--- src/rtl/irq_decode9_pkg.sv ---
// Shared definitions for the 9-source interrupt decoder: FSM encoding,
// source count and ID field constants.
package irq_decode9_pkg;

  localparam int NUM_SRC = 9;
  localparam int ID_W    = 4;
  localparam logic [ID_W-1:0] ID_NONE = 4'hF;

  // Request/service sequence of the decoder.
  typedef enum logic [1:0] {
    ST_IDLE    = 2'd0,
    ST_ASSERT  = 2'd1,
    ST_SERVICE = 2'd2
  } irq_state_t;

endpackage

--- src/rtl/sync_edge9.sv ---
// 9-bit two-flop synchronizer followed by a rising-edge detector.
// pulse[n] is high for exactly one cycle per synchronized 0->1 transition.
module sync_edge9 #(
  parameter int W = 9
) (
  input  logic         clk,
  input  logic         rst_n,
  input  logic [W-1:0] din,
  output logic [W-1:0] pulse
);

  logic [W-1:0] sync1;
  logic [W-1:0] sync2;
  logic [W-1:0] dly;

  // Synchronizer chain plus one delay stage used for edge comparison.
  always_ff @(posedge clk or negedge rst_n) begin
    if (!rst_n) begin
      sync1 <= '0;
      sync2 <= '0;
      dly   <= '0;
    end else begin
      sync1 <= din;
      sync2 <= sync1;
      dly   <= sync2;
    end
  end

  assign pulse = sync2 & ~dly;

endmodule

--- src/rtl/irq_source_decode9.sv ---
// Interrupt source decoder: collects rising edges from 9 asynchronous event
// lines into sticky pending flags, raises INTERRUPT for enabled sources and
// hands the processor the lowest-numbered enabled pending source as ID.
//
// Handshakes: INTERRUPT is held high until the processor answers with a
// one-cycle INTERRUPT_ACK (or until no enabled source remains pending).
// On ACK the chosen ID is presented with ID_VALID high; ID_VALID stays high
// until the one-cycle ID_READ pulse. ACK outside ASSERT and ID_READ outside
// SERVICE have no effect.
module irq_source_decode9
  import irq_decode9_pkg::*;
#(
  parameter     LOC     = "UNPLACED",
  parameter int NUM_SRC = 9
) (
  input  logic               CLK,
  input  logic               RST_N,
  input  logic [NUM_SRC-1:0] I,
  input  logic [NUM_SRC-1:0] MASK,
  output logic               INTERRUPT,
  input  logic               INTERRUPT_ACK,
  output logic [ID_W-1:0]    ID,
  output logic               ID_VALID,
  input  logic               ID_READ,
  output logic [NUM_SRC-1:0] PENDING
);

  irq_state_t         state;
  logic [NUM_SRC-1:0] rise;
  logic [NUM_SRC-1:0] active;
  logic [NUM_SRC-1:0] pick_oh;
  logic [ID_W-1:0]    pick_id;
  logic               take;
  logic [NUM_SRC-1:0] clr;

  sync_edge9 #(
    .W(NUM_SRC)
  ) u_sync_edge (
    .clk  (CLK),
    .rst_n(RST_N),
    .din  (I),
    .pulse(rise)
  );

  assign active = PENDING & MASK;

  // Lowest-index enabled pending source; scanning downward leaves the lowest.
  always_comb begin
    pick_id = ID_NONE;
    pick_oh = '0;
    for (int n = NUM_SRC - 1; n >= 0; n--) begin
      if (active[n]) begin
        pick_id    = ID_W'(n);
        pick_oh    = '0;
        pick_oh[n] = 1'b1;
      end
    end
  end

  assign take = (state == ST_ASSERT) && INTERRUPT_ACK && (|active);
  assign clr  = take ? pick_oh : '0;

  // Pending flags: clear on capture, but a coincident new edge keeps the bit.
  always_ff @(posedge CLK or negedge RST_N) begin
    if (!RST_N) begin
      PENDING <= '0;
    end else begin
      PENDING <= (PENDING & ~clr) | rise;
    end
  end

  // Request/service FSM with registered INTERRUPT, ID and ID_VALID.
  always_ff @(posedge CLK or negedge RST_N) begin
    if (!RST_N) begin
      state     <= ST_IDLE;
      INTERRUPT <= 1'b0;
      ID        <= ID_NONE;
      ID_VALID  <= 1'b0;
    end else begin
      case (state)
        ST_IDLE: begin
          if (|active) begin
            state     <= ST_ASSERT;
            INTERRUPT <= 1'b1;
          end
        end
        ST_ASSERT: begin
          if (!(|active)) begin
            // Every requesting source got masked before the ACK arrived.
            state     <= ST_IDLE;
            INTERRUPT <= 1'b0;
          end else if (INTERRUPT_ACK) begin
            state     <= ST_SERVICE;
            INTERRUPT <= 1'b0;
            ID        <= pick_id;
            ID_VALID  <= 1'b1;
          end
        end
        ST_SERVICE: begin
          if (ID_READ) begin
            state    <= ST_IDLE;
            ID       <= ID_NONE;
            ID_VALID <= 1'b0;
          end
        end
        default: begin
          state     <= ST_IDLE;
          INTERRUPT <= 1'b0;
          ID        <= ID_NONE;
          ID_VALID  <= 1'b0;
        end
      endcase
    end
  end

endmodule

--- config.mk ---
export PLATFORM = sky130hd
export DESIGN_NAME = irq_source_decode9
export DESIGN_NICKNAME = d
export VERILOG_FILES = /design/src/rtl/irq_decode9_pkg.sv /design/src/rtl/sync_edge9.sv /design/src/rtl/irq_source_decode9.sv
export SDC_FILE = /design/constraint.sdc
export NUM_CORES = 1
export LEC_CHECK = 0
export CORE_MARGIN = 3
export CORE_UTILIZATION = 30
export CTS_CLUSTER_SIZE = 14
export DETAILED_ROUTE_END_ITERATION = 12
export PLACE_DENSITY = 0.64
export SYNTH_ARGS = -nofsm -noshare
export SYNTH_HDL_FRONTEND = slang
export SYNTH_SLANG_ARGS = --single-unit
--- constraint.sdc ---
create_clock -name CLK -period 2 [get_ports CLK]
set_input_delay 0.4 -clock CLK [delete_from_list [all_inputs] [get_ports CLK]]
set_output_delay 0.4 -clock CLK [all_outputs]
set_load 0.01 [all_outputs]
==> results of run 1 <==
through the flow:
| stage | setup slack (ns) | hold WS [ns] | std cells | TNS [ns] | cell area, sq um |
|---|---|---|---|---|---|
| after floorplan | 0.4489 | 0.1044 | 121 | 0 | 1569 |
| after global placement | -0.1099 | 0.3322 | 237 | -0.9936 | 2106 |
| after detailed placement | -0.1421 | 0.3347 | 237 | -1.471 | 2106 |
| after CTS | 0.1213 | 0.06694 | 245 | 0 | 2198 |
| after global routing | 0.007541 | 0.08772 | 245 | 0 | 2207 |
| final | 0.1326 | 0.05360 | 245 | 0 | 2207 |
cell usage in the layout (no fill, tap or decap), types with 2 or more instances in the layout:
cell type and n:
nand4_1 4, clkbuf_8 5, dfstp_2 4, a22oi_1 3
dfrtp_1 40, clkdlybuf4s50_1 35, buf_4 13, a22o_1 6
nand3_1 5, or2b_2 2, inv_1 13, clkinvlp_4 2
a21oi_1 4, nor2_1 3, o21ai_0 8, nand2_1 13
worst paths after layout:
path / startpoint / end / slack [ns] / depth (start not counted)
min reg2reg: u_sync_edge.sync1[6]$_DFF_PN0_ / u_sync_edge.sync2[6]$_DFF_PN0_ / 0.35 / 0
min: RST_N / u_sync_edge.sync2[4]$_DFF_PN0_ / 0.05 / 1
max in group asynchronous: RST_N / u_sync_edge.dly[0]$_DFF_PN0_ / 1.40 / 2
min in group CLK: u_sync_edge.sync1[6]$_DFF_PN0_ / u_sync_edge.sync2[6]$_DFF_PN0_ / 0.35 / 0
max reg2reg: PENDING[5]$_DFF_PN0_ / PENDING[8]$_DFF_PN0_ / 0.28 / 5
max: MASK[6] / PENDING[2]$_DFF_PN0_ / 0.13 / 6
sequential cells by signal (all words and copies together) (netlist names):
signal	flops
u_sync_edge.sync2	9
u_sync_edge.sync1	9
ID_VALID	1
INTERRUPT	1
PENDING	9
u_sync_edge.dly	9
state	2
ID	4
layout make-up:
type                       instances  area [sq um]  share of cell area
clock inverter                     3         23.77             0.01077
timing repair buffer              49         452.9              0.2052
multi-input combinational         64         422.9              0.1916
sequential                        44          1106              0.5011
tap                               67         83.83             0.03798
clock buffer                       5         68.82             0.03118
inverter                          13         48.80             0.02211
report_power, final:
part / leakage, uW / internal (uW) / switching (uW)
sequential: 0.000488 / 1040 / 92.1
combinational: 0.000445 / 320 / 274
clock: 0.0000404 / 247 / 306
total: 0.000973 / 1610 / 671
cells by family after synthesis:
family	synth area share
buffers and inverters	0.03110
AOI/OAI and AO/OA	0.1547
DFF	0.7049
and+or+nand+nor	0.1092
routing by layer:
layer | vias to the layer above | wire (um)
met5 | - | 0
met4 | 0 | 70
met3 | 8 | 215
met2 | 38 | 1518
met1 | 552 | 1409
li1 | 543 | -
what timing repair did:
item | 4_1_cts | 5_1_grt
setup endpoints to repair | 0 | 1
resized for setup | 0 | 1
setup buffers | 0 | 0
==> flow_summary.toml, run 1 <==
[global_routing]
antenna_found_initial = 0
overflow = 0
grt.met3_usage = 0.04587
met1_usage = 0.1452
grt_pass1_vias = 1172
grt_max_degree = 24
gr-usage-met2 = 0.1798
top_usage_layer = "met2"
track_usage = 0.1164
grt_first_pass_wirelength_um = 5554

[drt]
dr.pass1.iters = 4
wl_per_cell_um = 13.11
vias_per_cell = 4.657
vias = 1141
ant_nets = 0
routed_wl_um = 3213
first_iter_violations = 77
drc = 0

[critical_path]
cp_common_cell = "o21ai_0"
path_buf_inv = 1
endpoint_kind = "flip-flop"
slowest_delay_ns = 0.49
arrival_ns = 2.08
slowest_stage = "clkdlybuf4s50_1"
crit_chain = "clkdlybuf4s50_1 > a222oi_1 > nand4_1 > or2b_2 > o21ai_0 > o21ai_0"
worstPathRequired_ns = 2.22
cp_top_family = "compound AO/OA/AOI/OAI gates"
worst-path-max-fanout = 5
start_kind = "input pin"
path_class = "in2reg"

[logic_synthesis]
yosys_register_bits = 44
synth_cell_type_count = 28
syn_area_sq_mm = 0.001569
syn_inst = 121
synth-edff-count = 0
avgSynthCellArea_sq_um = 12.97
synth_top_area_share = 0.6380
synth.most_common_cell = "dfrtp_1"
seq_area_frac_synth = 0.7049
synth.top_cells.by_area = "dfrtp_1 (64%), dfstp_2 (6.7%), a22o_1 (3.3%)"
ys_top_cells_by_count = "dfrtp_1 (40), inv_1 (13), nand2_1 (13)"
ys.flop_type = "dfrtp_1"
yosys_warnings = 0
yosysTopAreaCell = "dfrtp_1"
syn_nets = 143
async_reset_ff_frac = 1.000

[floorplan]
core_area_sq_mm = 0.004880
die_w_um = 78.32
rows = 25
die_area_sq_mm = 0.006134
ios = 37
die_h_um = 78.32
initial_core_util = 0.3215

[finish]
nFillCells = 473
antennaDiodeCount = 0
area_growth_pct = 40.67
drive_gt1_frac = 0.1910
fin_util = 0.4523
layout.nets = 199

[sta]
fin_crit_sh = 0.9337
setup_viol = 0
maxSlewHeadroom = 0.6758
tightest_slew_ns = 0.4863
final.setup_skew_ns = 0.006044
rsz0062_at_grt = "false"
final_max_slew_viol_count = 0
finalCriticalPeriod_ns = 1.867
fmax_ghz = 0.5355
finalHoldViolCount = 0

[power_and_ir_drop]
p_leak_uw = 0.0009729
power_density_mw_per_mm2 = 1033
peakVddDrop_v = 0.0003903
finalPower_uw = 2280

[clocking]
clock-sinks = 44
clockBufferDepth = 2
cts_root_buf = "clkbuf_8"
cts_buffers = 5
ctsHtreeMaxLevel = 2
cts_tree = "built"
clk_pin_slew_ns = 0.08
hold_buffers = 0
clock_latency_ns = 0.29

[placement]
portBuffers = 36
dp_hpwl_um = 2427
gp_congestion = 0.8669

[hold_path]
hold_class = "in2async"

[run_status]
status = "completed"

[flow_run]
drv_cap = 0
(Power assumes the default switching activity.)
==> run 2, diff against run 1 <==
--- a/config.mk
+++ b/config.mk
@@ -9,6 +9,7 @@
 export CORE_UTILIZATION = 30
 export CTS_CLUSTER_SIZE = 14
 export DETAILED_ROUTE_END_ITERATION = 12
+export MAX_ROUTING_LAYER = met4
 export PLACE_DENSITY = 0.64
 export SYNTH_ARGS = -nofsm -noshare
 export SYNTH_HDL_FRONTEND = slang
==> run 2 against run 1 <==
Net effect: die area is the same; clock skew is essentially flat; worst setup slack gained 0.018 ns; clock-buffer cell count is the same; first-iteration DRC count grew 12%; non-clock buffer count is the same; core utilization is the same; flip-flop and latch count is the same; critical path type unchanged.
==> flow_summary.toml, run 2 (synthesis gave the netlist of run 1 again) <==
[sta]
maxSlewHeadroom = 0.6742
final.setup_skew_ns = 0.005956
rsz0062_at_grt = "false"
fin_crit_sh = 0.9249
tightest_slew_ns = 0.4887
finalCriticalPeriod_ns = 1.850
finalHoldViolCount = 0
hold-worst-slack_ns = 0.05396
fmax_ghz = 0.5406
setup_viol = 0
final_max_slew_viol_count = 0

[global_routing]
track_usage = 0.1196
grt.met3_usage = 0.04587
antenna_found_initial = 0
top_usage_layer = "met2"
grt_max_degree = 24
gr-usage-met2 = 0.1807
grt_pass1_vias = 1173
grt_first_pass_wirelength_um = 5547
met1_usage = 0.1445
overflow = 0

[critical_path]
worstPathRequired_ns = 2.21
cp_common_cell = "o21ai_0"
cp_top_family = "compound AO/OA/AOI/OAI gates"
endpoint_kind = "flip-flop"
ff2ff_setup_slack_ns = 0.28
crit_chain = "clkdlybuf4s50_1 > a222oi_1 > nand4_1 > or2b_2 > o21ai_0 > o21ai_0"
arrival_ns = 2.06
start_kind = "input pin"
slowest_stage = "clkdlybuf4s50_1"
path_class = "in2reg"
path_buf_inv = 1
worst-path-max-fanout = 5
slowest_delay_ns = 0.49

[drt]
routed_wl_um = 3212
ant_nets = 0
vias_per_cell = 4.649
drc = 0
wl_per_cell_um = 13.11
vias = 1139
dr.pass1.iters = 4
first_iter_violations = 86

[floorplan]
die_area_sq_mm = 0.006134
rows = 25
die_h_um = 78.32
ios = 37
initial_core_util = 0.3215
die_w_um = 78.32
core_area_sq_mm = 0.004880

[power_and_ir_drop]
power_density_mw_per_mm2 = 1033
finalPower_uw = 2280
p_leak_uw = 0.0009729
peakVddDrop_v = 0.0003914

[clocking]
clockBufferDepth = 2
ctsHtreeMaxLevel = 2
cts_root_buf = "clkbuf_8"
cts_tree = "built"
clock_latency_ns = 0.29
cts_buffers = 5
clk_pin_slew_ns = 0.09
cts_setup_buffers = 0
clock-sinks = 44

[finish]
area_growth_pct = 40.67
antennaDiodeCount = 0
mostFrequentLayoutCells = "dfrtp_1 (40), clkdlybuf4s50_1 (35), inv_1 (13), nand2_1 (13), buf_4 (13)"
fin_util = 0.4523
layout_commonest_cell = "dfrtp_1"
layout.nets = 199
drive_gt1_frac = 0.1910

[flow_run]
drv_cap = 0

[placement]
portBuffers = 36
gp_congestion = 0.8810
dp_hpwl_um = 2427

[hold_path]
hold_class = "in2async"

[run_status]
status = "completed"
==> run 2: cell counts in the layout (fill, tap and decap cells not counted) <==
Identical to the previous run, type by type.
==> run 2: layer usage <==
metal  share of wire  vias up  routed length, um
met1            0.44      551               1405
met5               0        -                  0
met3           0.065        6                210
met2            0.48       39               1553
li1                -      543                  -
met4           0.013        0                 42
==> run 2: where the power goes <==
group | internal, uW | switching [uW]
Clock | 247 | 306
Combinational | 320 | 273
Sequential | 1040 | 92.4
==> run 2: area by class of cell <==
cell class | instances | area, sq um
Sequential cell | 44 | 1106
Inverter | 13 | 48.80
Tap cell | 67 | 83.83
Timing Repair Buffer | 49 | 452.9
Fill cell | 473 | 2673
Clock inverter | 3 | 23.77
Clock buffer | 5 | 68.82
Multi-Input combinational cell | 64 | 422.9
==> run 2: final timing paths <==
kind	startpoint	to	cells past startpoint
max	MASK[6]	PENDING[2]$_DFF_PN0_	6
min	RST_N	u_sync_edge.sync2[4]$_DFF_PN0_	1
max reg2reg	PENDING[5]$_DFF_PN0_	PENDING[8]$_DFF_PN0_	5
min reg2reg	u_sync_edge.sync1[6]$_DFF_PN0_	u_sync_edge.sync2[6]$_DFF_PN0_	0
max in group asynchronous	RST_N	u_sync_edge.dly[0]$_DFF_PN0_	2
min in group CLK	u_sync_edge.sync1[6]$_DFF_PN0_	u_sync_edge.sync2[6]$_DFF_PN0_	0
==> run 2: through the flow <==
| stage | setup WS [ns] | cell area, sq um | instances | TNS, ns |
|---|---|---|---|---|
| 2_1_floorplan | 0.4489 | 1569 | 121 | 0 |
| 3_3_place_gp | -0.1099 | 2106 | 237 | -0.9936 |
| 3_5_place_dp | -0.1421 | 2106 | 237 | -1.471 |
| 4_1_cts | 0.1213 | 2198 | 245 | 0 |
| 5_1_grt | 0.007541 | 2207 | 245 | 0 |
| 6_report | 0.1501 | 2207 | 245 | 0 |
==> run 2: repair_timing <==
item,CTS,global route
resized for setup,0,1
hold buffers,0,0
endpoints found under the setup margin,0,1
==> run 3, diff against run 2 <==
--- a/config.mk
+++ b/config.mk
@@ -5,7 +5,7 @@
 export SDC_FILE = /design/constraint.sdc
 export NUM_CORES = 1
 export LEC_CHECK = 0
-export CORE_MARGIN = 3
+export CORE_MARGIN = 8
 export CORE_UTILIZATION = 30
 export CTS_CLUSTER_SIZE = 14
 export DETAILED_ROUTE_END_ITERATION = 12
==> constraint.sdc (replaced) <==
create_clock -name CLK -period 2 [get_ports CLK]
set_input_delay 0.3 -clock CLK [delete_from_list [all_inputs] [get_ports CLK]]
set_output_delay 0.3 -clock CLK [all_outputs]
set_load 0.01 [all_outputs]
==> run 3 against run 2 <==
Net effect: worst setup slack gained 0.098 ns; clock-buffer cell count is 1 higher; clock power rose by 27%; die area grew 27%; cell count shrank 0.41%; clock skew is 0.0025 ns higher; sequential share of layout area rose by 0.086 points; combinational power shrank 3.9%; worst hold slack gained 0.30 ns.
==> flow_summary.toml, run 3 (synthesis gave the netlist of run 1 again) <==
[hold_path]
hold_class = "reg2reg"
hold_depth = 0

[power_and_ir_drop]
p_sw_uw = 654.1
p_clk_frac = 0.290
p_leak_uw = 0.0009713
power_density_mw_per_mm2 = 1095
sw_frac_of_total = 0.2711
power.share.combinational = 0.236
peakVddDrop_v = 0.0004829
share_seq_of_total_power = 0.473
p_int_uw = 1759

[placement]
dp_hpwl_um = 2484
portBuffers = 36
gp_congestion = 0.7906
dp_slack_ns = -0.04115

[global_routing]
antenna_found_initial = 0
grt_pass1_vias = 1154
track_usage = 0.09755
overflow = 0
grt_first_pass_wirelength_um = 5575
grt_max_degree = 17

[critical_path]
path_class = "in2reg"
r2r_cells = 5
worst-path-max-fanout = 4
endpoint_kind = "flip-flop"
arrival_ns = 1.94
start_kind = "input pin"
worstPathRequired_ns = 2.19

[floorplan]
rows = 26
initial_core_util = 0.3092
die_w_um = 88.32
die_area_sq_mm = 0.007800
die_h_um = 88.32
core_area_sq_mm = 0.005075
ios = 37

[clocking]
clock-sinks = 44
clockBufferDepth = 2
clk_pin_slew_ns = 0.08
ctsHtreeMaxLevel = 2
cts_root_buf = "clkbuf_8"
hold_buffers = 1
post_cts_resized = 0
cts_setup_buffers = 0
cts_buffers = 5
clock_latency_ns = 0.30
cts_tree = "built"

[sta]
rsz0062_at_grt = "false"
maxSlewHeadroom = 0.6925
fmax_ghz = 0.5709
final.setup_skew_ns = 0.008477
setup_viol = 0
tightest_slew_ns = 0.4612
finalHoldViolCount = 0
fin_crit_sh = 0.8758
final_max_slew_viol_count = 0
worst_slack_ns = 0.2485
finalCriticalPeriod_ns = 1.752

[finish]
layout.nets = 195
mostFrequentLayoutCells = "dfrtp_1 (40), clkdlybuf4s50_1 (35), inv_1 (13), nand2_1 (13)"
area_growth_pct = 40.43
drive_gt1_frac = 0.1667
layout_commonest_cell = "dfrtp_1"
antennaDiodeCount = 0
fin_util = 0.4342

[drt]
first_iter_violations = 87
vias = 1071
wl_per_cell_um = 13.13
routed_wl_um = 3204
dr.pass1.iters = 4
drc = 0
ant_nets = 0
vias_per_cell = 4.389

[flow_run]
drv_cap = 0

[run_status]
status = "completed"
-- run 3: per-layer routing --
| metal | global-route usage | vias up | routed length (um) |
|---|---|---|---|
| met5 | - | - | 0 |
| met4 | 0.05069 | 0 | 42 |
| met3 | 0.02971 | 3 | 171 |
| met2 | 0.1331 | 31 | 1471 |
| met1 | 0.1263 | 507 | 1518 |
| li1 | - | 530 | - |
-- run 3: layout make-up --
| type | instances | area (sq um) |
|---|---|---|
| multi-input combinational | 64 | 414.1 |
| inverter | 13 | 48.80 |
| fill | 513 | 2872 |
| tap | 70 | 87.58 |
| timing repair buffer | 45 | 425.4 |
| clock buffer | 6 | 82.58 |
| clock inverter | 2 | 38.79 |
| sequential | 44 | 1106 |
-- run 3: power groups by stage --
stage          combinational, uW  clock, uW  sequential [uW]
2_1_floorplan                242          0             1180
3_3_place_gp                 571          0             1160
3_5_place_dp                 577          0             1160
4_1_cts                      579        723             1140
5_1_grt                      638        764             1170
6_report                     570        701             1140
-- run 3: path summary, 6_finish.rpt --
kind                                                       end                            from  slack, ns
worst max register to register            PENDING[7]$_DFF_PN0_            PENDING[5]$_DFF_PN0_       0.27
min in group asynchronous       u_sync_edge.sync2[7]$_DFF_PN0_                           RST_N       0.42
worst min register to register  u_sync_edge.sync2[0]$_DFF_PN0_  u_sync_edge.sync1[0]$_DFF_PN0_       0.35
max in group asynchronous                    ID[2]$_DFFE_PN1P_                           RST_N       1.00
worst min-delay path            u_sync_edge.sync2[0]$_DFF_PN0_  u_sync_edge.sync1[0]$_DFF_PN0_       0.35
worst max-delay path                      PENDING[7]$_DFF_PN0_                         MASK[4]       0.25
-- run 3: per-stage QoR --
stage          setup TNS, ns  power [uW]  hold WS (ns)  std cells  area (sq um)
5_1_grt                    0        2571        0.3663        244          2203
6_report                   0        2413        0.3517        244          2203
3_3_place_gp        -0.09731        1727        0.2104        235          2072
4_1_cts                    0        2446        0.3549        244          2203
3_5_place_dp        -0.08054        1737        0.2124        235          2072
2_1_floorplan              0        1420      0.004409        121          1569
-- run 3: worst max-delay path, cell delays in order --
cell and delay [ns]:
clkdlybuf4s50_1 0.46, a22oi_1 0.31, inv_1 0.12, nor4b_2 0.41, nand3_1 0.14, a22o_1 0.20
